==> config.mk <==
export PLATFORM = sky130hd
export DESIGN_NAME = jtag_host_link
export DESIGN_NICKNAME = d
export VERILOG_FILES = /design/src/rtl/jtag_host_pkg.sv /design/src/rtl/jtag_half_period_timer.sv /design/src/rtl/jtag_host_link.sv
export SDC_FILE = /design/constraint.sdc
export NUM_CORES = 1
export LEC_CHECK = 0
export CAP_MARGIN = 20
export CORE_MARGIN = 10
export CORE_UTILIZATION = 52
export DETAILED_ROUTE_END_ITERATION = 10
export PLACE_DENSITY = 0.77
export REMOVE_ABC_BUFFERS = 1
export SLEW_MARGIN = 20
export SYNTH_ARGS = -nofsm -noshare
export SYNTH_HDL_FRONTEND = slang
export SYNTH_HIERARCHICAL = 1
export SYNTH_SLANG_ARGS = --single-unit
==> constraint.sdc <==
create_clock -name iCLK -period 2.8 [get_ports iCLK]
set_clock_uncertainty 0.05 [all_clocks]
set_input_delay 0.7 -clock iCLK [delete_from_list [all_inputs] [get_ports iCLK]]
set_output_delay 0.7 -clock iCLK [all_outputs]
set_load 0.01 [all_outputs]
==> src/rtl/jtag_host_pkg.sv <==
// -----------------------------------------------------------------------------
// jtag_host_pkg
// Shared types and constants for the host-side JTAG byte-link master.
//   hostState_t  : FSM state encoding
//   BIT_CNT_W    : width of the per-byte bit counter
//   DEFAULT_*    : default TCK half-period and chip-select gap (iCLK cycles)
//   timerWidth() : counter width able to hold the largest timer reload value
// -----------------------------------------------------------------------------
package jtag_host_pkg;

    typedef enum logic [2:0] {
        ST_IDLE,
        ST_SETUP,
        ST_HIGH,
        ST_LOW,
        ST_END,
        ST_GAP
    } hostState_t;

    localparam int unsigned BIT_CNT_W       = 3;
    localparam int unsigned DEFAULT_CLK_DIV = 4;
    localparam int unsigned DEFAULT_CS_GAP  = 2;

    localparam logic [BIT_CNT_W-1:0] LAST_BIT = BIT_CNT_W'(7);

    // Timer reloads with N-1, so the widest value needed is max(CLK_DIV, CS_GAP)-1.
    function automatic int unsigned timerWidth(input int unsigned clkDiv,
                                               input int unsigned csGap);
        int unsigned maxLoad;
        maxLoad = (clkDiv > csGap) ? clkDiv : csGap;
        return (maxLoad < 2) ? 1 : $clog2(maxLoad);
    endfunction

endpackage

==> src/rtl/jtag_half_period_timer.sv <==
// -----------------------------------------------------------------------------
// jtag_half_period_timer
// Loadable down-counter. Loading N-1 makes oTc high during the N-th cycle
// after the load (the last cycle of the phase being timed); oTc stays high
// once the count has reached zero.
// Ports:
//   iCLK, iRST_n : clock, asynchronous active-low reset
//   iLoad        : reload the counter with iLoadVal this cycle
//   iLoadVal     : reload value (phase length minus one)
//   oTc          : registered terminal-count strobe
// -----------------------------------------------------------------------------
module jtag_half_period_timer #(
    parameter int unsigned WIDTH = 2
) (
    input  logic             iCLK,
    input  logic             iRST_n,
    input  logic             iLoad,
    input  logic [WIDTH-1:0] iLoadVal,
    output logic             oTc
);

    logic [WIDTH-1:0] count;

    // oTc is kept equal to (count == 0) one register stage ahead.
    always_ff @(posedge iCLK or negedge iRST_n) begin
        if (!iRST_n) begin
            count <= '0;
            oTc   <= 1'b1;
        end else if (iLoad) begin
            count <= iLoadVal;
            oTc   <= (iLoadVal == '0);
        end else if (count != '0) begin
            count <= count - WIDTH'(1);
            oTc   <= (count == WIDTH'(1));
        end
    end

endmodule

==> src/rtl/jtag_host_link.sv <==
// -----------------------------------------------------------------------------
// jtag_host_link
// Host-side master for the byte-serial JTAG link. Each accepted byte is shifted
// out LSB-first on TDI while 8 TDO bits are captured (full duplex). TDI changes
// only while TCK is low; TDO is sampled on the last cycle of each TCK high phase.
// Parameters:
//   CLK_DIV : TCK half-period in iCLK cycles (>= 2)
//   CS_GAP  : minimum iCLK cycles TCS stays high between transfers (>= 1)
// Ports:
//   iCLK, iRST_n : clock, asynchronous active-low reset
//   iTxD_DATA    : byte to send, sampled on the accept cycle
//   iTxD_Start   : send request, accepted when iTxD_Start && oTxD_Ready
//   oTxD_Ready   : a byte can be accepted this cycle (IDLE or END)
//   oTxD_Done    : one-cycle pulse at the end of each byte
//   oRxD_DATA    : byte captured from TDO, held until the next capture
//   oRxD_Ready   : one-cycle pulse when oRxD_DATA updates
//   TCK/TCS/TDI  : registered JTAG clock, active-low select, serial data out
//   TDO          : serial data from the device
//   iLoop        : only with JTAG_HOST_LOOPBACK_EN defined; 1 = capture the
//                  internal TDI register instead of the TDO pin
// Build option: JTAG_HOST_LOOPBACK_EN
// -----------------------------------------------------------------------------
module jtag_host_link
    import jtag_host_pkg::*;
#(
    parameter int unsigned CLK_DIV = DEFAULT_CLK_DIV,
    parameter int unsigned CS_GAP  = DEFAULT_CS_GAP
) (
    input  logic       iCLK,
    input  logic       iRST_n,
    input  logic [7:0] iTxD_DATA,
    input  logic       iTxD_Start,
    output logic       oTxD_Ready,
    output logic       oTxD_Done,
    output logic [7:0] oRxD_DATA,
    output logic       oRxD_Ready,
    output logic       TCK,
    output logic       TCS,
    output logic       TDI,
`ifdef JTAG_HOST_LOOPBACK_EN
    input  logic       iLoop,
`endif
    input  logic       TDO
);

    localparam int unsigned      TMR_W     = timerWidth(CLK_DIV, CS_GAP);
    localparam logic [TMR_W-1:0] HALF_LOAD = TMR_W'(CLK_DIV - 1);
    localparam logic [TMR_W-1:0] GAP_LOAD  = TMR_W'(CS_GAP - 1);

    hostState_t           state;
    logic [7:0]           txShift;
    logic [7:0]           rxShift;
    logic [7:0]           rxNext;
    logic [BIT_CNT_W-1:0] bitCnt;
    logic                 txAccept;
    logic                 tdoSample;
    logic                 tmrLoad;
    logic [TMR_W-1:0]     tmrLoadVal;
    logic                 tmrTc;

    // Ready is a pure state decode so it is valid in the same cycle as END.
    assign oTxD_Ready = (state == ST_IDLE) || (state == ST_END);
    assign txAccept   = iTxD_Start && oTxD_Ready;

`ifdef JTAG_HOST_LOOPBACK_EN
    assign tdoSample = iLoop ? TDI : TDO;
`else
    assign tdoSample = TDO;
`endif

    assign rxNext = {tdoSample, rxShift[7:1]};

    // Timer reload: every phase change restarts it; leaving END without a new
    // byte times the chip-select gap instead of a TCK half-period.
    always_comb begin
        tmrLoad    = 1'b0;
        tmrLoadVal = HALF_LOAD;
        case (state)
            ST_IDLE:                   tmrLoad = txAccept;
            ST_SETUP, ST_HIGH, ST_LOW: tmrLoad = tmrTc;
            ST_END: begin
                tmrLoad = 1'b1;
                if (!iTxD_Start) begin
                    tmrLoadVal = GAP_LOAD;
                end
            end
            default:                   tmrLoad = 1'b0;
        endcase
    end

    jtag_half_period_timer #(
        .WIDTH (TMR_W)
    ) uPhaseTimer (
        .iCLK     (iCLK),
        .iRST_n   (iRST_n),
        .iLoad    (tmrLoad),
        .iLoadVal (tmrLoadVal),
        .oTc      (tmrTc)
    );

    // Byte-transfer FSM with registered pin and handshake outputs.
    always_ff @(posedge iCLK or negedge iRST_n) begin
        if (!iRST_n) begin
            state      <= ST_IDLE;
            TCS        <= 1'b1;
            TCK        <= 1'b0;
            TDI        <= 1'b0;
            oTxD_Done  <= 1'b0;
            oRxD_Ready <= 1'b0;
            oRxD_DATA  <= 8'h00;
            bitCnt     <= '0;
            txShift    <= 8'h00;
            rxShift    <= 8'h00;
        end else begin
            oTxD_Done  <= 1'b0;
            oRxD_Ready <= 1'b0;
            case (state)
                ST_IDLE: begin
                    if (txAccept) begin
                        txShift <= {1'b0, iTxD_DATA[7:1]};
                        TDI     <= iTxD_DATA[0];
                        TCS     <= 1'b0;
                        bitCnt  <= '0;
                        state   <= ST_SETUP;
                    end
                end
                ST_SETUP: begin
                    if (tmrTc) begin
                        TCK   <= 1'b1;
                        state <= ST_HIGH;
                    end
                end
                ST_HIGH: begin
                    if (tmrTc) begin
                        rxShift <= rxNext;
                        TCK     <= 1'b0;
                        if (bitCnt != LAST_BIT) begin
                            TDI     <= txShift[0];
                            txShift <= {1'b0, txShift[7:1]};
                            bitCnt  <= bitCnt + BIT_CNT_W'(1);
                            state   <= ST_LOW;
                        end else begin
                            // Captured byte becomes visible together with Done.
                            oRxD_DATA  <= rxNext;
                            oTxD_Done  <= 1'b1;
                            oRxD_Ready <= 1'b1;
                            state      <= ST_END;
                        end
                    end
                end
                ST_LOW: begin
                    if (tmrTc) begin
                        TCK   <= 1'b1;
                        state <= ST_HIGH;
                    end
                end
                ST_END: begin
                    if (iTxD_Start) begin
                        // Back-to-back byte: TCS stays low.
                        txShift <= {1'b0, iTxD_DATA[7:1]};
                        TDI     <= iTxD_DATA[0];
                        bitCnt  <= '0;
                        state   <= ST_SETUP;
                    end else begin
                        TCS   <= 1'b1;
                        TDI   <= 1'b0;
                        state <= ST_GAP;
                    end
                end
                ST_GAP: begin
                    if (tmrTc) begin
                        state <= ST_IDLE;
                    end
                end
                default: begin
                    state <= ST_IDLE;
                end
            endcase
        end
    end

endmodule

==> results.sh, run 1 <==
export IMPL_status="finished, final reports clean"
export IMPL_ant_nets=0
export IMPL_layout_common_cells="33 x dfrtp_1, 29 x mux2_2, 25 x clkdlybuf4s50_1"
export IMPL_reg2reg_setup_slack_ns=0.62
export IMPL_multi_input_area_um2=711
export IMPL_relSlewSlack_pct=65.1
export IMPL_synth_top_area_share_pct=50.0
export IMPL_whs_ns=0.427
export IMPL_antenna_cells=0
export IMPL_drc=0
export IMPL_synth_cells=133
export IMPL_track_usage_pct=11.4
export IMPL_min_path_type="reg -> reg"
export IMPL_drt_iter0_drc=86
export IMPL_core_area_um2=3050
export IMPL_setup_viol=0
export IMPL_cap_violations=0
export IMPL_num_vias=1088
export IMPL_die_area_um2=5830
export IMPL_grt_max_degree=36
export IMPL_slew_violations=0
export IMPL_antenna_found_initial=0
export IMPL_ys_ff_latch=35
export IMPL_avgRoutedWirePerCell_um=15.1
export IMPL_finalCritPeriodShare_pct=86.9
export IMPL_p_leak_uw=0.000921
export IMPL_grt_pass1_wl_um=5530
export IMPL_die_h_um=76.3
export IMPL_cts_sinks=35
export IMPL_synth_edff_count=0
export IMPL_power_density_nw_per_um2=970
export IMPL_worstPathMaxFanout=14
export IMPL_wl_um=3130
export IMPL_cts_htree_levels=2
export IMPL_min_delay_worst_endpoint="TCS$_DFFE_PN1P_"
export IMPL_rr_endpoint="txShift[2]$_DFFE_PN0P_"
export IMPL_start_util_pct=54.1
export IMPL_grt_pass1_vias=1242
export IMPL_final_common_cell="dfrtp_1"
export IMPL_cts_root_buf="clkbuf_4"
export IMPL_grt_overflow_total=0
export IMPL_worstSetupPathType="reg -> out"
export IMPL_first_pass_iters=4
export IMPL_worst_pin_slew_ns=0.523
export IMPL_vias_per_cell=5.26
export IMPL_areaGrowthSynthToFinish_pct=23.0
export IMPL_reg2reg_from="bitCnt[0]$_DFFE_PN0P_"
export IMPL_yosys_warnings=6
export IMPL_numCtsBuffers=5
export IMPL_hold_viol_final=0
export IMPL_avgSynthCellArea_um2=12.4
export IMPL_postCtsSetupRepairBufs=0
export IMPL_cts_buffer_depth=2
export IMPL_synth_top_area_cell="dfrtp_1"
export IMPL_post_route_min_period_ns=2.43
export IMPL_synth_ff_type="dfrtp_1"
export IMPL_num_nets_final=178
export IMPL_fmax_mhz=411
export IMPL_ios=26
export IMPL_cts_hold_buf=0
export IMPL_cp_end_kind="output port"
export IMPL_place_inst=199
export IMPL_tns_ns=0
export IMPL_synth_cell_type_count=35
export IMPL_synth_seq_area_share_pct=53.2
export IMPL_layout_setup_ws_ns=0.368
export IMPL_syn_area_um2=1650
export IMPL_stdcell_count=207
export IMPL_clock_latency_ns=0.33
export IMPL_worstHoldPathCells=2
export IMPL_synthArstFlopShare_pct=100
export IMPL_synthTopCellsByArea="dfrtp_1 50%, mux2_2 20%, dfstp_2 3.2%"
export IMPL_place_ws_ns=0.424
export IMPL_ir_drop_mv=0.481
export IMPL_die_w_um=76.3
export IMPL_cts_tree="built"
export IMPL_gp_congestion=0.789
export IMPL_portBuffers=25
export IMPL_rsz0062_at_grt="no"
export IMPL_final_layout_size_suffix_gt1_share_pct=27.0
export IMPL_cp_data_arrival_time_ns=1.68
export IMPL_rows=20
export IMPL_crit_required_ns=2.05
export IMPL_hpwl_um=2240
export IMPL_hp_start="TCS$_DFFE_PN1P_"
export IMPL_reg2regPathDepth=5
export IMPL_fill_cells=253
export IMPL_path_clk_slew_ns=0.10
export IMPL_startpoint_type="flip-flop"
export IMPL_register_area_um2=878
export IMPL_ctsResizeCount=0
==> synth_stat cells, drive strengths merged, types with 2 or more instances <==
cell / number
nor2b: 3
a21oi: 5
o21ai: 3
o31ai: 2
buf: 2
mux2: 29
dfrtp: 33
inv: 11
dfstp: 2
ha: 4
o2bb2ai: 2
nand4bb: 2
nor2: 3
nand2b: 2
clkbuf: 3
nand2: 10
==> where the power goes <==
| part | switching, uW | internal [uW] |
|---|---|---|
| combinational | 302 | 418 |
| clock | 171 | 211 |
| sequential | 162 | 705 |
==> worst max path at each step <==
stage                          start                     end  cells after the start
2_1_floorplan  bitCnt[0]$_DFFE_PN0P_  txShift[0]$_DFFE_PN0P_                      5
3_3_place_gp              iTxD_Start  txShift[1]$_DFFE_PN0P_                      4
3_5_place_dp              iTxD_Start  txShift[6]$_DFFE_PN0P_                      4
4_1_cts         state[0]$_DFFE_PN0P_              oTxD_Ready                      2
5_1_grt         state[0]$_DFFE_PN0P_              oTxD_Ready                      2
6_report        state[0]$_DFFE_PN0P_              oTxD_Ready                      2
==> stage by stage <==
stage	power (uW)	cell area [um^2]	utilization [%]
floorplan	1350	1630	-
global placement	1540	1940	63.6
detailed placement	1600	1940	63.6
CTS	1980	2030	66.5
global route	2110	2030	66.5
finish	1970	2030	66.5
==> flip-flops by register name, summed over array words and instances (netlist names) <==
register and count:
oRxD_DATA 8, txShift 7, TCK 1, state 3, TCS 1, TDI 1, bitCnt 3, uPhaseTimer/count 2
uPhaseTimer/oTc 1, rxShift 7, oRxD_Ready 1
==> worst max-delay path, stage by stage (launching register included) <==
cell and delay [ns]:
dfrtp_1 0.57, nor2_1 0.22, clkdlybuf4s50_1 0.57
==> cell families after synthesis <==
| group | Yosys count | synth area share (%) |
|---|---|---|
| xor+xnor | 1 | 0.531 |
| compound gates | 19 | 8.19 |
| mux | 30 | 20.4 |
| buf+inv | 16 | 3.94 |
| flops | 35 | 53.2 |
| simple gates | 27 | 10.5 |
| other cells | 1 | 0.227 |
| fa+ha+maj | 4 | 3.03 |
==> layout make-up <==
class	count	area share [%]
flip-flops and latches	35	43.3
repair buffers	26	12.7
well taps	44	2.71
multi-input cells	83	35.0
inverters	11	2.03
clock inverters	2	1.73
clock buffers	6	2.53
==> per-layer routing <==
metal / vias up / global-route usage [%] / wire, um
met2: 27 / 17.3 / 1500
met5: - / 0 / 0
met4: 0 / 6.51 / 63
li1: 521 / - / -
met1: 532 / 13.2 / 1360
met3: 8 / 4.95 / 211
(Power assumes the default switching activity.)
==> inputs of run 2 (changes only) <==
--- a/config.mk
+++ b/config.mk
@@ -5,6 +5,7 @@
 export SDC_FILE = /design/constraint.sdc
 export NUM_CORES = 1
 export LEC_CHECK = 0
+export ABC_CLOCK_PERIOD_IN_PS = 2800
 export CAP_MARGIN = 20
 export CORE_MARGIN = 10
 export CORE_UTILIZATION = 52
==> results of run 2 <==
Same layout as run 1: the final DEF is identical, and so are final timing and power.
